--- src/rtl/clk_div_ctrl.sv ---
// Divided-clock controller: divide counter, start/stop/drain sequencing and
// glitch-free divisor changes via valid/ready. Optional CLK_DIV_CTRL_STATUS_EN adds periodCntOut.
module clk_div_ctrl #(
  parameter int CNT_W       = 16,
  parameter int DEFAULT_DIV = 4
) (
  input  logic             clkIn,
  input  logic             rstIn,
  input  logic             enIn,
  input  logic             divValidIn,
  input  logic [CNT_W-1:0] divDataIn,
  output logic             divReadyOut,
  output logic             divErrOut,
  output logic             clkOut,
  output logic             riseOut,
  output logic             fallOut,
  output logic             busyOut,
`ifdef CLK_DIV_CTRL_STATUS_EN
  output logic [CNT_W-1:0] periodCntOut,
`endif
  output logic [CNT_W-1:0] divCurOut
);

  typedef enum logic [1:0] {ST_STOP, ST_RUN, ST_DRAIN} state_e;

  state_e             state_q, state_d;
  logic [CNT_W-1:0]   cnt_q, cnt_d;
  logic [CNT_W-1:0]   div_cur_q, div_cur_d;
  logic [CNT_W-1:0]   pend_q, pend_d;
  logic               clk_q, clk_d;
  logic               rise_q, rise_d;
  logic               fall_q, fall_d;
  logic               busy_q, busy_d;
  logic               err_q, err_d;
  logic               accept;
  logic               tc;
`ifdef CLK_DIV_CTRL_STATUS_EN
  logic [CNT_W-1:0]   period_q, period_d;
`endif

  assign accept = divValidIn && !busy_q;
  assign tc     = (cnt_q == div_cur_q - CNT_W'(1));

  // NOTE: every signal gets a default at the top so no path leaves it unassigned (no latches).
  always_comb begin
    state_d   = state_q;
    cnt_d     = cnt_q;
    div_cur_d = div_cur_q;
    pend_d    = pend_q;
    clk_d     = clk_q;
    rise_d    = 1'b0;
    fall_d    = 1'b0;
    busy_d    = busy_q;
    err_d     = 1'b0;
`ifdef CLK_DIV_CTRL_STATUS_EN
    period_d  = period_q;
`endif

    // Accept and apply never coincide: accept needs !busy_q, apply needs busy_q.
    if (accept) begin
      if (divDataIn == '0) begin
        err_d = 1'b1;
      end else begin
        pend_d = divDataIn;
        busy_d = 1'b1;
      end
    end

    unique case (state_q)
      ST_STOP: begin
        cnt_d = '0;
        clk_d = 1'b0;
        if (busy_q) begin
          div_cur_d = pend_q;
          busy_d    = 1'b0;
        end
        if (enIn) state_d = ST_RUN;
      end
      ST_RUN, ST_DRAIN: begin
        if (!enIn && !clk_q) begin
          state_d = ST_STOP;
          cnt_d   = '0;
        end else begin
          state_d = enIn ? ST_RUN : ST_DRAIN;
          if (tc) begin
            cnt_d  = '0;
            clk_d  = !clk_q;
            rise_d = !clk_q;
            fall_d = clk_q;
            if (clk_q) begin
              // A falling toggle is the only safe point to switch divisor or stop.
              if (busy_q) begin
                div_cur_d = pend_q;
                busy_d    = 1'b0;
              end
              if (!enIn) state_d = ST_STOP;
`ifdef CLK_DIV_CTRL_STATUS_EN
              period_d = period_q + CNT_W'(1);
`endif
            end
          end else begin
            cnt_d = cnt_q + CNT_W'(1);
          end
        end
      end
      default: state_d = ST_STOP;
    endcase
  end

  // NOTE: sequential state uses non-blocking assignments only, so all registers update together.
  always_ff @(posedge clkIn) begin
    if (rstIn) begin
      state_q   <= ST_STOP;
      cnt_q     <= '0;
      div_cur_q <= CNT_W'(DEFAULT_DIV);
      pend_q    <= '0;
      clk_q     <= 1'b0;
      rise_q    <= 1'b0;
      fall_q    <= 1'b0;
      busy_q    <= 1'b0;
      err_q     <= 1'b0;
`ifdef CLK_DIV_CTRL_STATUS_EN
      period_q  <= '0;
`endif
    end else begin
      state_q   <= state_d;
      cnt_q     <= cnt_d;
      div_cur_q <= div_cur_d;
      pend_q    <= pend_d;
      clk_q     <= clk_d;
      rise_q    <= rise_d;
      fall_q    <= fall_d;
      busy_q    <= busy_d;
      err_q     <= err_d;
`ifdef CLK_DIV_CTRL_STATUS_EN
      period_q  <= period_d;
`endif
    end
  end

  assign divReadyOut = !busy_q;
  assign divErrOut   = err_q;
  assign clkOut      = clk_q;
  assign riseOut     = rise_q;
  assign fallOut     = fall_q;
  assign busyOut     = busy_q;
  assign divCurOut   = div_cur_q;
`ifdef CLK_DIV_CTRL_STATUS_EN
  assign periodCntOut = period_q;
`endif

endmodule
--- config.mk ---
export PLATFORM = sky130hd
export DESIGN_NAME = clk_div_ctrl
export DESIGN_NICKNAME = d
export VERILOG_FILES = /design/src/rtl/clk_div_ctrl.sv
export SDC_FILE = /design/constraint.sdc
export NUM_CORES = 1
export LEC_CHECK = 0
export CORE_AREA = 3 3 85 103
export DETAILED_ROUTE_END_ITERATION = 7
export DIE_AREA = 0 0 88 106
export DONT_BUFFER_PORTS = 1
export GPL_TIMING_DRIVEN = 0
export HOLD_SLACK_MARGIN = 0.06
export PLACE_DENSITY = 0.63
export SLEW_MARGIN = 10
export SYNTH_ARGS = -nofsm -noshare
export SYNTH_HDL_FRONTEND = slang
export SYNTH_SLANG_ARGS = --single-unit
--- constraint.sdc ---
create_clock -name clkIn -period 4.9 [get_ports clkIn]
set_input_delay 0.735 -clock clkIn [delete_from_list [all_inputs] [get_ports clkIn]]
set_output_delay 0.735 -clock clkIn [all_outputs]
set_load 0.1 [all_outputs]
Word level (Yosys, flattened, before mapping)
Index checks and enable logic that the tools add are counted.
{ "totals": {"regBits": 55, "in_bits": 20, "out_inout_bits": 22, "word_cells": 62} }
{ "op_classes": {"addsub": 2, "n_eq_ne": 7, "muxes": 26, "n_bitwise": 4, "reduce_logical": 14} }
{ "ops": {"columns": ["operator", "n"], "rows": [
  ["2-to-1 mux 16 bit", 6],
  ["one-hot mux 16 bit (2 select lines)", 2],
  ["adder 16 x 1 -> 16 bit (second input constant)", 1],
  ["equality test 16 bit", 1],
  ["logical NOT 16 bit", 1],
  ["subtractor 16 x 1 -> 16 bit (second input constant)", 1],
  ["2-to-1 mux 2 bit", 6],
  ["2-to-1 mux 1 bit", 9],
  ["inequality test 2 bit (second input constant)", 4],
  ["inverter 1 bit", 4],
  ["one-hot mux 1 bit (2 select lines)", 2],
  ["one-hot mux 2 bit (2 select lines)", 1],
  ["AND reduction 4 bit", 1],
  ["OR reduction 2 bit", 2],
  ["OR reduction 4 bit", 1],
  ["logical NOT 1 bit", 3],
  ["AND reduction 3 bit", 1],
  ["equality test 2 x 1 -> 1 bit (second input constant)", 1],
  ["equality test 2 bit (second input constant)", 1],
  ["logical AND 1 bit", 2],
  ["logical NOT 2 bit", 1],
  ["AND reduction 2 bit", 1],
  ["nonzero test 2 bit", 1]
]} }

Logic depth before layout (Yosys ltp)
{ "logic_depth": {"depth_word": 8, "ltp_mapped": 12, "ltp_nobuf": 10} }

Least setup slack after synthesis
No wires, ideal clock.
{ "synth_timing": {"kind": "flip-flop to flip-flop", "start": "register div_cur_q[8] (netlist: divCurOut[8])", "end": "register div_cur_q[10] (netlist: divCurOut[10])", "setup_time_ps": 72, "arrival_ps": 3757, "t_required_ps": 4828, "path_slack_ps": 1071, "path_stages_with_launch": 11, "path_buffers": 2, "synth_period_minus_slack_ps": 3829, "path_cell_list": "dfxtp_1 > buf_6 > or4_4 > or4b_4 > or4_1 > a22oi_1 > and4_4 > a31oi_4 > nor3_4 > buf_12 > mux2i_1"} }
{ "synth_via": {"elab_chain_len": 4} }
{ "synth_rtl": {"columns": ["item", "line", "source"], "rows": [
  ["from (decl)", "28", "logic [CNT_W-1:0] div_cur_q, div_cur_d;"],
  ["from (signal assigned)", "115", "div_cur_q <= CNT_W'(DEFAULT_DIV);"],
  ["from (signal assigned)", "128", "div_cur_q <= div_cur_d;"],
  ["subtractor 16 x 1 -> 16 bit", "42", "assign tc = (cnt_q == div_cur_q - CNT_W'(1));"],
  ["equality test 16 bit", "42", null],
  ["inequality test 2 bit (no line)", null, null],
  ["AND reduction 4 bit (no line)", null, null]
]} }
No other way between the ends.
A chain may end at the register's enable or synchronous reset.

Worst setup path in the final report
{ "layout_timing": {"start": "register div_cur_q[0] (netlist: divCurOut[0])", "end": "register div_cur_q[8] (netlist: divCurOut[8])"} }
Same word-level chain as after synthesis.

==> metrics <==
outcome=finished, final reports clean; Worst-path clk slew=around 100 ps; IO buf count=0; Worst-Skew Late Latency=between 300 and 400 ps; ys async rst share=0%; HPWL after DPL=5800 um; Core Region=7750 sq um; Hold Violations, Final=0; share of cells above drive strength 1=6.34%; CTS tree=yes; htree depth=2; setup violators final=0; register area share after synthesis=35.3%; CP arrival=4660 ps; first-pass GRT wire length=13000 um; largest net degree at the start of global routing=18; share of the synthesized area in the top cell type=35.3%; VDD IR max=0.167 mV; vias per cell=5.55; number of synthesized register bits=55; initial antenna violation count=0; number of buffers created by CTS=5; clock skew=8.56 ps; share of power burned in registers=53.3%; number of post-CTS setup repair buffers=0; placed cell count=447; Worst EP required=around 5000 ps; number of global-route vias before repair=2502; PwrDens=280 nW/um^2; crit path cell chain=inv_1, ha_1, clkbuf_1, nor4b_1, a21oi_1, or4b_2, nand2b_1, and4_4, a31oi_4, nor3_4, buf_12, mux2i_1; # diodes=0; Global Route Usage Sum=17.7%; Final Util=43.2%; main flop type after synthesis=dfxtp_1; hold_buf cts=0; DRT iter0 DRCs=111; internal power=0.681 mW; Root Driver=clkbuf_8; final wirelength=7760 um; Switching Fraction=27.6%; setup_tns=0 ps; Syn Nets=about 380; Slew @ Worst Pin=1290 ps; mean area per synthesized cell=between 8 and 9 sq um; die area=9330 sq um; post-route ant nets=0; period utilisation layout=roughly 90%; WP buf/inv=3; post-CTS resize count=0; Setup CP Type=flip-flop to flip-flop; Area contributors post-synth=dfxtp_1 35%, mux2i_1 11%, nor2_1 4.6%; Fmax=0.226 GHz; Yosys top cell by area=dfxtp_1; setup slack, reg-to-reg=slightly below 500 ps; pins over their slew limit=0; clk sinks=55; startpoint types=flip-flop; area added between synthesis and finish=7.59%; Critical Path Max Stage Delay=around 760 ps; Wirelength per Cell=17.0 um; number of synthesized flops with an enable pin=0; combinational group share of total power=12.7%; P_leak=1.17 nW; Power Total=0.940 mW; Remaining DRCs=0; post-synthesis cell count=around 360; synthesized cell area=approximately 3100 sq um; global route overflow=0; clock power share=34.0%; worst hold slack=483 ps; P_sw=0.259 mW; routability cong.=between 0.8 and 0.9; synth unique cells=51; die width=88 um; Worst Path Max Fanout=10; worst relative slew slack=between 10 and 15%; Die Span Y=roughly 110 um; HP Class=flip-flop to flip-flop; Slowest-stage cell, CP=dfxtp_1; non-filler cells, final=455; Yosys warnings=0; Rows=35; Max Cap Viol=0; Initial Util=40.2%; IO Count=42; clock buffer depth=2; critical path endpoint category=flip-flop; 1st-pass router iterations=4; Min Clock Period, post-route=4420 ps; CP delay by family, top=simple AND/OR/NAND/NOR gates; RSZ-0062 raised after global routing=false; Vias=2525; nets@finish=386; fill count=758
## cell type report
type | instances | area [sq um] | area share [%]
flip-flops and latches | 55 | 1100 | 32.8
inverters | 8 | 30.0 | 0.896
clock inverters | 2 | 38.8 | 1.16
plain buffers | 22 | 125 | 3.73
multi-input cells | 270 | 1860 | 55.5
clock buffers | 6 | 82.6 | 2.46
well taps | 92 | 115 | 3.43
## worst min-delay path, delay by kind of cell (launching register included)
kind          cells  cell delay [ps]
simple gates      1               60
mux               1               60
flops             1              330
## synthesized netlist by cell type, drive strengths merged, types with 6 or more instances
cell	count
nor3	9
dfxtp	55
xor2	10
clkbuf	17
and3	8
mux2i	33
nor4b	9
nor2	38
or2b	16
nand2	17
xnor2	14
nand2b	15
nand3	7
inv	8
o21ai	20
nor3b	6
a21oi	10
nor4	8
## cell usage in the layout (no fill, tap or decap), drive strengths merged, types with 9 or more instances in the layout
cell type,netlist,routed
dfxtp,55,55
nor2,38,38
mux2i,33,33
clkbuf,17,23
o21ai,20,20
nand2,17,17
or2b,16,16
nand2b,15,15
xnor2,14,14
xor2,10,10
a21oi,10,10
nor4b,9,9
inv,8,9
nor3,9,9
## power groups by stage
stage	Sequential [mW]	Clock [mW]	Combinational, mW
after CTS	0.502	0.333	0.120
after detailed placement	0.512	0	0.119
after global routing	0.504	0.348	0.133
after floorplan	0.507	0	0.0978
after global placement	0.511	0	0.117
final	0.501	0.319	0.119
## path summary, 6_finish.rpt
kind | depth (start not counted) | to | from
worst max-delay path | 12 | divCurOut[8]$_SDFFE_PP0P_ | divCurOut[0]$_SDFFE_PP0P_
worst min register to register | 2 | divCurOut[0]$_SDFFE_PP0P_ | pend_q[0]$_SDFFE_PP0P_
worst min-delay path | 2 | divCurOut[0]$_SDFFE_PP0P_ | pend_q[0]$_SDFFE_PP0P_
worst max register to register | 12 | divCurOut[8]$_SDFFE_PP0P_ | divCurOut[0]$_SDFFE_PP0P_
## logic make-up after synthesis
logic type | after synthesis | share of synthesized area, %
adder cells (fa/ha/maj) | 4 | 1.61
flip-flops | 55 | 35.3
AO/OA/AOI/OAI | 50 | 10.2
AND/OR/NAND/NOR | 159 | 30.5
buffers and inverters | 30 | 4.98
multiplexers | 33 | 10.6
XOR/XNOR | 24 | 6.75
## per-layer routing
metal	track usage (%)	vias to the layer above	wire length [um]
li1	-	1267	-
met1	23.8	1184	3510
met2	27.6	63	3620
met3	4.26	11	488
met4	6.03	0	137
met5	0	-	0
## through the flow
stage	cell area, sq um	worst slack, ps
3_3_place_gp	3230	544
5_1_grt	3350	148
4_1_cts	3350	467
3_5_place_dp	3230	525
2_1_floorplan	3120	1070
6_report	3350	483
## registers in the layout (all words and copies together) (netlist names)
signal	count
riseOut	1
state_q	2
divCurOut	16
pend_q	16
cnt_q	16
busyOut	1
fallOut	1
clkOut	1
divErrOut	1
Note: power is estimated with default switching activity, not from simulation.
